===== src/rtl/prefix_addsub_pipe.sv =====
// ============================================================================
// Module   : prefix_addsub_pipe
// Purpose  : Pipelined Kogge-Stone (KPG prefix) adder/subtractor with
//            valid/ready handshake, add/sub mode and carry/overflow/zero flags.
//            Optional macro PREFIX_ADDSUB_SAT_EN saturates sum on overflow.
// Revision : 1.0 - initial release
// ============================================================================
`default_nettype none

module prefix_addsub_pipe #(
    parameter int WIDTH       = 16,
    parameter int LVL_PER_STG = 1
) (
    input  logic             clk,
    input  logic             rst_n,
    input  logic             in_valid,
    output logic             in_ready,
    input  logic [WIDTH-1:0] a,
    input  logic [WIDTH-1:0] b,
    input  logic             sub,
    input  logic             cin,
    output logic             out_valid,
    input  logic             out_ready,
    output logic [WIDTH-1:0] sum,
    output logic             cout,
    output logic             ovf,
    output logic             zero
);

    localparam int NLVL = $clog2(WIDTH);
    localparam int NSTG = (NLVL + LVL_PER_STG - 1) / LVL_PER_STG;

    // Position 0 holds the effective carry-in, position i+1 holds bit i.
    typedef logic [WIDTH:0][1:0] kpg_vec_t;

    function automatic logic [1:0] kpg_op(input logic [1:0] hi, input logic [1:0] lo);
        return (hi == 2'b01) ? lo : hi;
    endfunction

    logic             stall;
    logic [NSTG:0]    vld_q;
    kpg_vec_t         gp_q [0:NSTG];
    kpg_vec_t         gp_d [1:NSTG];
    logic [WIDTH-1:0] p_q  [0:NSTG];

    logic             out_valid_q;
    logic [WIDTH-1:0] sum_q, sum_d;
    logic             cout_q, cout_d;
    logic             ovf_q, ovf_d;
    logic             zero_q, zero_d;

    assign stall    = out_valid_q & ~out_ready;
    assign in_ready = ~stall;

    logic [WIDTH-1:0] b_eff;
    kpg_vec_t         gp0_d;

    always_comb begin
        b_eff    = b ^ {WIDTH{sub}};
        gp0_d    = '0;
        gp0_d[0] = {2{cin ^ sub}};
        for (int i = 0; i < WIDTH; i++) begin
            gp0_d[i+1] = {a[i] & b_eff[i], a[i] | b_eff[i]};
        end
    end

    for (genvar k = 1; k <= NSTG; k++) begin : g_stg
        localparam int LO = (k - 1) * LVL_PER_STG;
        localparam int HI = (k * LVL_PER_STG < NLVL) ? k * LVL_PER_STG : NLVL;

        kpg_vec_t lvl_in;
        kpg_vec_t lvl_out;

        always_comb begin
            lvl_out = gp_q[k-1];
            lvl_in  = gp_q[k-1];
            for (int l = LO; l < HI; l++) begin
                lvl_in = lvl_out;
                for (int i = (1 << l); i <= WIDTH; i++) begin
                    lvl_out[i] = kpg_op(lvl_in[i], lvl_in[i - (1 << l)]);
                end
            end
        end

        assign gp_d[k] = lvl_out;
    end

    // Positions below WIDTH are fully resolved after NLVL levels; the MSB
    // carry-out may still need folding with the carry-in at position 0.
    logic [WIDTH-1:0] carry;
    logic [1:0]       top_kpg;
    logic [WIDTH-1:0] sum_raw;

    always_comb begin
        for (int i = 0; i < WIDTH; i++) begin
            carry[i] = gp_q[NSTG][i][1];
        end
        top_kpg = kpg_op(gp_q[NSTG][WIDTH], gp_q[NSTG][0]);
        cout_d  = top_kpg[1];
        ovf_d   = carry[WIDTH-1] ^ cout_d;
        sum_raw = p_q[NSTG] ^ carry;
`ifdef PREFIX_ADDSUB_SAT_EN
        if (ovf_d) begin
            sum_d = cout_d ? {1'b1, {(WIDTH-1){1'b0}}} : {1'b0, {(WIDTH-1){1'b1}}};
        end else begin
            sum_d = sum_raw;
        end
`else
        sum_d = sum_raw;
`endif
        zero_d = (sum_d == '0);
    end

    always_ff @(posedge clk or negedge rst_n) begin
        if (!rst_n) begin
            vld_q       <= '0;
            for (int k = 0; k <= NSTG; k++) begin
                gp_q[k] <= '0;
                p_q[k]  <= '0;
            end
            out_valid_q <= 1'b0;
            sum_q       <= '0;
            cout_q      <= 1'b0;
            ovf_q       <= 1'b0;
            zero_q      <= 1'b0;
        end else if (!stall) begin
            vld_q[0] <= in_valid;
            if (in_valid) begin
                gp_q[0] <= gp0_d;
                p_q[0]  <= a ^ b_eff;
            end
            for (int k = 1; k <= NSTG; k++) begin
                vld_q[k] <= vld_q[k-1];
                if (vld_q[k-1]) begin
                    gp_q[k] <= gp_d[k];
                    p_q[k]  <= p_q[k-1];
                end
            end
            out_valid_q <= vld_q[NSTG];
            if (vld_q[NSTG]) begin
                sum_q  <= sum_d;
                cout_q <= cout_d;
                ovf_q  <= ovf_d;
                zero_q <= zero_d;
            end
        end
    end

    assign out_valid = out_valid_q;
    assign sum       = sum_q;
    assign cout      = cout_q;
    assign ovf       = ovf_q;
    assign zero      = zero_q;

endmodule

`default_nettype wire


===== config.mk =====
export PLATFORM = sky130hd
export DESIGN_NAME = prefix_addsub_pipe
export DESIGN_NICKNAME = d
export VERILOG_FILES = /design/src/rtl/prefix_addsub_pipe.sv
export SDC_FILE = /design/constraint.sdc
export NUM_CORES = 1
export LEC_CHECK = 0
export ABC_AREA = 0
export BUFFER_PORTS_ARGS = -buffer_cell sky130_fd_sc_hd__buf_2
export CAP_MARGIN = 20
export CELL_PAD_IN_SITES_DETAIL_PLACEMENT = 1
export CELL_PAD_IN_SITES_GLOBAL_PLACEMENT = 2
export CORE_MARGIN = 10
export CORE_UTILIZATION = 25
export DETAILED_ROUTE_END_ITERATION = 6
export GPL_TIMING_DRIVEN = 0
export PLACE_DENSITY = 0.6
export SYNTH_ARGS = -nofsm -noshare
export SYNTH_HDL_FRONTEND = slang
export SYNTH_SLANG_ARGS = --single-unit

===== constraint.sdc =====
create_clock -name clk -period 1.3 [get_ports clk]
set_input_delay 0.13 -clock clk [delete_from_list [all_inputs] [get_ports clk]]
set_output_delay 0.13 -clock clk [all_outputs]
set_load 0.005 [all_outputs]

==> qor.csv, run 1 <==
metric;value;unit
outcome;finished, violations left;
failing checks;negative hold slack, negative setup slack;
final hold slack;-0.00555;ns
initial antenna violation count;0;
total track usage;0.112;
placed insts;1452;
row count;74;
PortBufs;57;
Worst VDD drop;1050;µV
DPL Wire Length;20200;µm
max incr delay on CP;0.37;ns
via count;6548;
Vias/cell;4.24;
post-layout minimum cycle time;1.48;ns
Area Growth Syn to Fin;29.8;%
Initial Utilization;0.252;
average cell area after synthesis;11.9;µm²
first-pass GRT wire length;44700;µm
clk slew on worst S/H paths;0.06;ns
setup TNS;-16.91;ns
layout cell share with drive strength beyond 1;0.309;
CTS root buf;clkbuf_16;
# H-tree levels;1;
worst rel slew slack;0.579;
cells after synthesis;861;
worst skew pair latency;0.54;ns
Critical Path RT;1.72;ns
Worst-Margin Slew;0.631;ns
DR pass1 iterations;4;
Max Transition Viols Final;0;
Final Hold Fails;1;
worst hold path class;input port to flip-flop;
DP Worst Slack;-0.435;ns
fmax;0.677;GHz
CP max stage cell;dfrtp_1;
die area;49400;µm²
final setup violation count;192;
Static Leak;6.12;nW
crit path DAT;1.90;ns
Design Area, Final;13300;µm²
post-synthesis sequential area ratio;0.597;
CP startpoint kind;flip-flop;
Max Root-Sink Buffers;3;
clk sink count;244;
Top delay family on crit path;buffers and inverters;
antenna cells;0;
routability cong.;0.720;
WP buf/inv;3;
Synth warnings;0;
number of global-route vias before repair;7392;
Die Wd;222;µm
drt drc;0;
most frequent CP cell;buf_12;
Non-Filler Instances;1545;
Power, Total;32.6;mW
crit-path cells;nor2b_4, inv_8, nand2_8, buf_12, buf_12, mux2_4;
final WL;27300;µm
RSZ-0062 raised after global routing;true;
CTS tree;built;
nets;1065;
drt first-iter violations;364;
num ports;59;
CP Capture Type;flip-flop;
area of the mapped netlist;10200;µm²
fillers;4410;
Distinct cells, synth;25;
global route total overflow;0;
die height;222;µm
power density over cell area;2450;nW/µm²
CTS buffer count;28;
Area after DPL;11400;µm²
maxcap violations;0;
skew final;0.0101;ns
WS Path Type;flip-flop to flip-flop;
ANT nets after route;0;
drt wl/cell;17.7;µm
Core ar.;40600;µm²
Final period util;1.14;
Max Fanout on Critical Path;8;
#FFs+latches synth;244;
syn_nets;931;
Finished Core Util;0.327;
final worst slack;-0.177;ns
largest net degree at the start of global routing;113;
-- state kept, by name, summed over array words and instances, names as in the netlist --
signal and flops:
out_valid 1, carry 15, gp_q 3, sum 16, cout 1, ovf 1, vld_q 5, p_q 80
g_stg.lvl_in 121, zero 1
-- worst min-delay path: cells and delay by family --
family | cells | cell delay [ns]
AND/OR/NAND/NOR | 2 | 0.12
buffers and inverters | 2 | 0.23
-- synthesized netlist by cell type (all sizes together) --
cell type / number / share of area
o21ai: 146 / 0.071
nand2: 123 / 0.047
buf: 33 / 0.025
inv: 33 / 0.013
dfrtp: 244 / 0.60
clkbuf: 7 / 0.0026
nor2b: 1 / 0.0013
ha: 32 / 0.039
nor4: 1 / 0.00061
and2: 1 / 0.00061
mux2: 113 / 0.13
nor2: 17 / 0.0062
xnor2: 30 / 0.026
a21oi: 71 / 0.035
nand2b: 1 / 0.00061
xor2: 4 / 0.0034
nand4: 4 / 0.0024
-- area by class of cell --
class	instances	area (µm²)	area share
Buffer	40	499	0.0376
Clock buffer	44	912	0.0687
Clock inverter	4	72.6	0.00546
Inverter	33	131	0.00989
Multi-Input combinational cell	544	4030	0.303
Sequential cell	244	6110	0.460
Tap cell	532	666	0.0501
Timing Repair Buffer	104	872	0.0656
-- final timing paths --
| kind | startpoint | end | slack [ns] | cells past startpoint |
|---|---|---|---|---|
| setup reg to reg | out_valid | p_q[75] | -0.18 | 6 |
| hold reg to reg | g_stg[4].lvl_in[29] | g_stg[4].lvl_in[29] | 0.48 | 2 |
| hold / removal | out_ready | out_valid | -0.006 | 4 |
| max in group asynchronous | rst_n | g_stg[3].lvl_in[17] | 0.25 | 3 |
| setup / recovery | out_valid | p_q[75] | -0.18 | 6 |
| min in group asynchronous | rst_n | g_stg[4].lvl_in[27] | 0.11 | 2 |
-- repair_timing --
| action | CTS | global route |
|---|---|---|
| endpoints found under the setup margin | 244 | 243 |
| pin swaps | 6 | 2 |
| hold buffers | 17 | 0 |
| gates resized for setup | 142 | 21 |
| hold endpoints to repair | 161 | 0 |
| cloned | 4 | 0 |
| buffers inserted | 20 | 4 |
-- layer usage --
| layer | part of all wire | track usage | vias up |
|---|---|---|---|
| met5 | 0 | 0 | - |
| met4 | 0.016 | 0.0224 | 0 |
| met3 | 0.032 | 0.0194 | 31 |
| met2 | 0.45 | 0.176 | 89 |
| met1 | 0.50 | 0.158 | 3200 |
| li1 | - | - | 3228 |
-- cell families after synthesis --
family,synth area share
AO/OA/AOI/OAI,0.106
XOR/XNOR,0.0291
adder cells (fa/ha/maj),0.0391
buffers and inverters,0.0399
flip-flops,0.597
multiplexers,0.131
AND/OR/NAND/NOR,0.0587
-- where the power goes --
group / switching (mW) / total, mW / internal [mW]
Clock: 3.15 / 8.31 / 5.15
Sequential: 2.84 / 13.7 / 10.8
Combinational: 4.66 / 10.6 / 5.94
-- placed cells by master, fill, tap and decap left out, drive strengths merged --
cell type | netlist | routed
nor2 | 17 | 17
nand2 | 123 | 123
nor2b | 1 | 1
xor2 | 4 | 4
clkbuf | 7 | 50
dfrtp | 244 | 244
a21oi | 71 | 71
nand4 | 4 | 4
clkinv | 0 | 1
clkinvlp | 0 | 1
inv | 33 | 33
ha | 32 | 32
mux2 | 113 | 113
nand2b | 1 | 1
buf | 33 | 121
dlygate4sd3 | 0 | 17
o21ai | 146 | 146
and2 | 1 | 1
nor4 | 1 | 1
bufinv | 0 | 2
xnor2 | 30 | 30
(Power assumes the default switching activity.)
==> run 2, diff against run 1 <==
--- a/config.mk
+++ b/config.mk
@@ -14,6 +14,7 @@
 export CORE_UTILIZATION = 25
 export DETAILED_ROUTE_END_ITERATION = 6
 export GPL_TIMING_DRIVEN = 0
+export MAX_ROUTING_LAYER = met4
 export PLACE_DENSITY = 0.6
 export SYNTH_ARGS = -nofsm -noshare
 export SYNTH_HDL_FRONTEND = slang
==> qor.csv, run 2 (same netlist as run 1, synthesis figures left out) <==
metric;value;unit;change
outcome;finished, violations left;;unchanged
failing checks;negative hold slack, negative setup slack;;unchanged
CTS buffer count;28;;unchanged
Core ar.;40600;µm²;unchanged
max incr delay on CP;0.37;ns;about the same
CTS tree;built;;unchanged
CP Capture Type;flip-flop;;unchanged
Worst-Margin Slew;0.653;ns;was 0.631 ns
CP startpoint kind;flip-flop;;unchanged
fillers;4411;;was 4410
drt drc;0;;unchanged
ANT nets after route;0;;unchanged
Max Fanout on Critical Path;8;;unchanged
Initial Utilization;0.252;;unchanged
Non-Filler Instances;1545;;unchanged
routability cong.;0.728;;was 0.720
Largest register FFs;121;;unchanged
Finished Core Util;0.327;;about the same
crit-path cells;nor2b_4, inv_8, nand2_8, buf_12, buf_12, mux2_4;;unchanged
clk slew on worst S/H paths;0.06;ns;about the same
final WL;27400;µm;was 27300 µm
Final Hold Fails;1;;unchanged
R2R cell count;6;;unchanged
Area Growth Syn to Fin;29.8;%;about the same
Max Root-Sink Buffers;3;;unchanged
# H-tree levels;1;;unchanged
RSZ-0062 raised after global routing;true;;unchanged
antenna cells;0;;unchanged
reg-to-reg endpoint;p_q[75];;unchanged
PortBufs;57;;unchanged
final worst slack;-0.183;ns;was -0.177 ns
DR pass1 iterations;4;;unchanged
worst rel slew slack;0.564;;was 0.579
hold depth;4;;unchanged
most common cell after layout, fill and taps aside;dfrtp_1;;unchanged
worst skew pair latency;0.54;ns;about the same
Worst VDD drop;1050;µV;about the same
Final period util;1.14;;about the same
final hold slack;-0.00183;ns;was -0.00555 ns
final setup violation count;195;;was 192
initial antenna violation count;0;;unchanged
crit path DAT;1.90;ns;about the same
CTS root buf;clkbuf_16;;unchanged
number of global-route vias before repair;7394;;was 7392
Vias/cell;4.25;;was 4.24
FF/Latch Area;6110;µm²;unchanged
flop2flop setup slack;-0.18;ns;about the same
commonest cells after routing, fill and taps aside;244 x dfrtp_1, 115 x nand2_1, 98 x o21ai_0;;was 244 x dfrtp_1, 115 x nand2_1, 99 x o21ai_0
Top delay family on crit path;buffers and inverters;;unchanged
placed insts;1452;;unchanged
Critical Path RT;1.72;ns;about the same
clk sink count;244;;unchanged
total track usage;0.115;;was 0.112
row count;74;;unchanged
Static Leak;6.12;nW;about the same
Worst Hold End;out_valid;;unchanged
global route total overflow;0;;unchanged
area of the multi-input gates;4030;µm²;unchanged
Hold Startpoint;out_ready;;unchanged
layout cell share with drive strength beyond 1;0.309;;unchanged
power density over cell area;2450;nW/µm²;about the same
drt first-iter violations;332;;was 364
largest net degree at the start of global routing;113;;unchanged
fmax;0.674;GHz;was 0.677 GHz
via count;6563;;was 6548
WP buf/inv;3;;unchanged
RR Startpoint;out_valid;;unchanged
Power, Total;32.6;mW;about the same
Max Transition Viols Final;0;;unchanged
critical path depth;6;;unchanged
drt wl/cell;17.7;µm;about the same
WS Path Type;flip-flop to flip-flop;;unchanged
Die Wd;222;µm;unchanged
nets;1065;;unchanged
post-layout minimum cycle time;1.48;ns;about the same
skew final;0.00815;ns;was 0.0101 ns
maxcap violations;0;;unchanged
DPL Wire Length;20200;µm;unchanged
CP max stage cell;dfrtp_1;;unchanged
most frequent CP cell;buf_12;;unchanged
first-pass GRT wire length;44700;µm;about the same
num ports;59;;unchanged
DP Worst Slack;-0.435;ns;unchanged
die area;49400;µm²;unchanged
worst hold path class;input port to flip-flop;;unchanged
die height;222;µm;unchanged
-- run 2: how the worst max path moves through the flow --
stage                         start                  to
after floorplan           out_valid             p_q[34]
after global placement        rst_n             p_q[66]
after detailed placement  out_valid  g_stg[2].lvl_in[3]
after CTS                 out_valid            in_ready
after global routing      out_valid             p_q[75]
final                     out_valid             p_q[75]
-- run 2: worst min-delay path, stage by stage --
cell and delay, ns:
buf_2 0.10, nor2b_4 0.05, inv_8 0.14, nand2b_1 0.07
-- run 2: final cells by class --
type                       count  area share
clock buffer                  44      0.0686
sequential                   244       0.459
timing repair buffer         104      0.0656
inverter                      33     0.00989
clock inverter                 4     0.00546
tap                          532      0.0501
multi-input combinational    544       0.303
buffer                        40      0.0378
-- run 2: through the flow --
step / TNS [ns] / cell area, µm²
floorplan: -6.93 / 10400
global placement: -1186.96 / 11300
detailed placement: -74.54 / 11400
CTS: -20.21 / 13200
global route: -32.24 / 13300
finish: -17.97 / 13300
-- run 2: what timing repair did --
| item | CTS | global route |
|---|---|---|
| hold endpoints to repair | 161 | 0 |
| setup endpoints to repair | 244 | 243 |
| gates cloned | 4 | 0 |
| resized for setup | 142 | 23 |
| hold buffers | 17 | 0 |
| buffers inserted | 20 | 4 |
| pin swaps | 6 | 2 |
-- run 2: power by group --
group	total (mW)	internal, mW	switching, mW
Clock	8.30	5.15	3.14
Combinational	10.6	5.95	4.67
Sequential	13.7	10.8	2.84
-- run 2: routing by layer --
layer	up-vias	GRT usage	share of wire
met5	-	-	0
met4	0	0.0224	0.016
met3	31	0.0179	0.029
met2	89	0.176	0.45
met1	3219	0.159	0.51
li1	3224	-	-
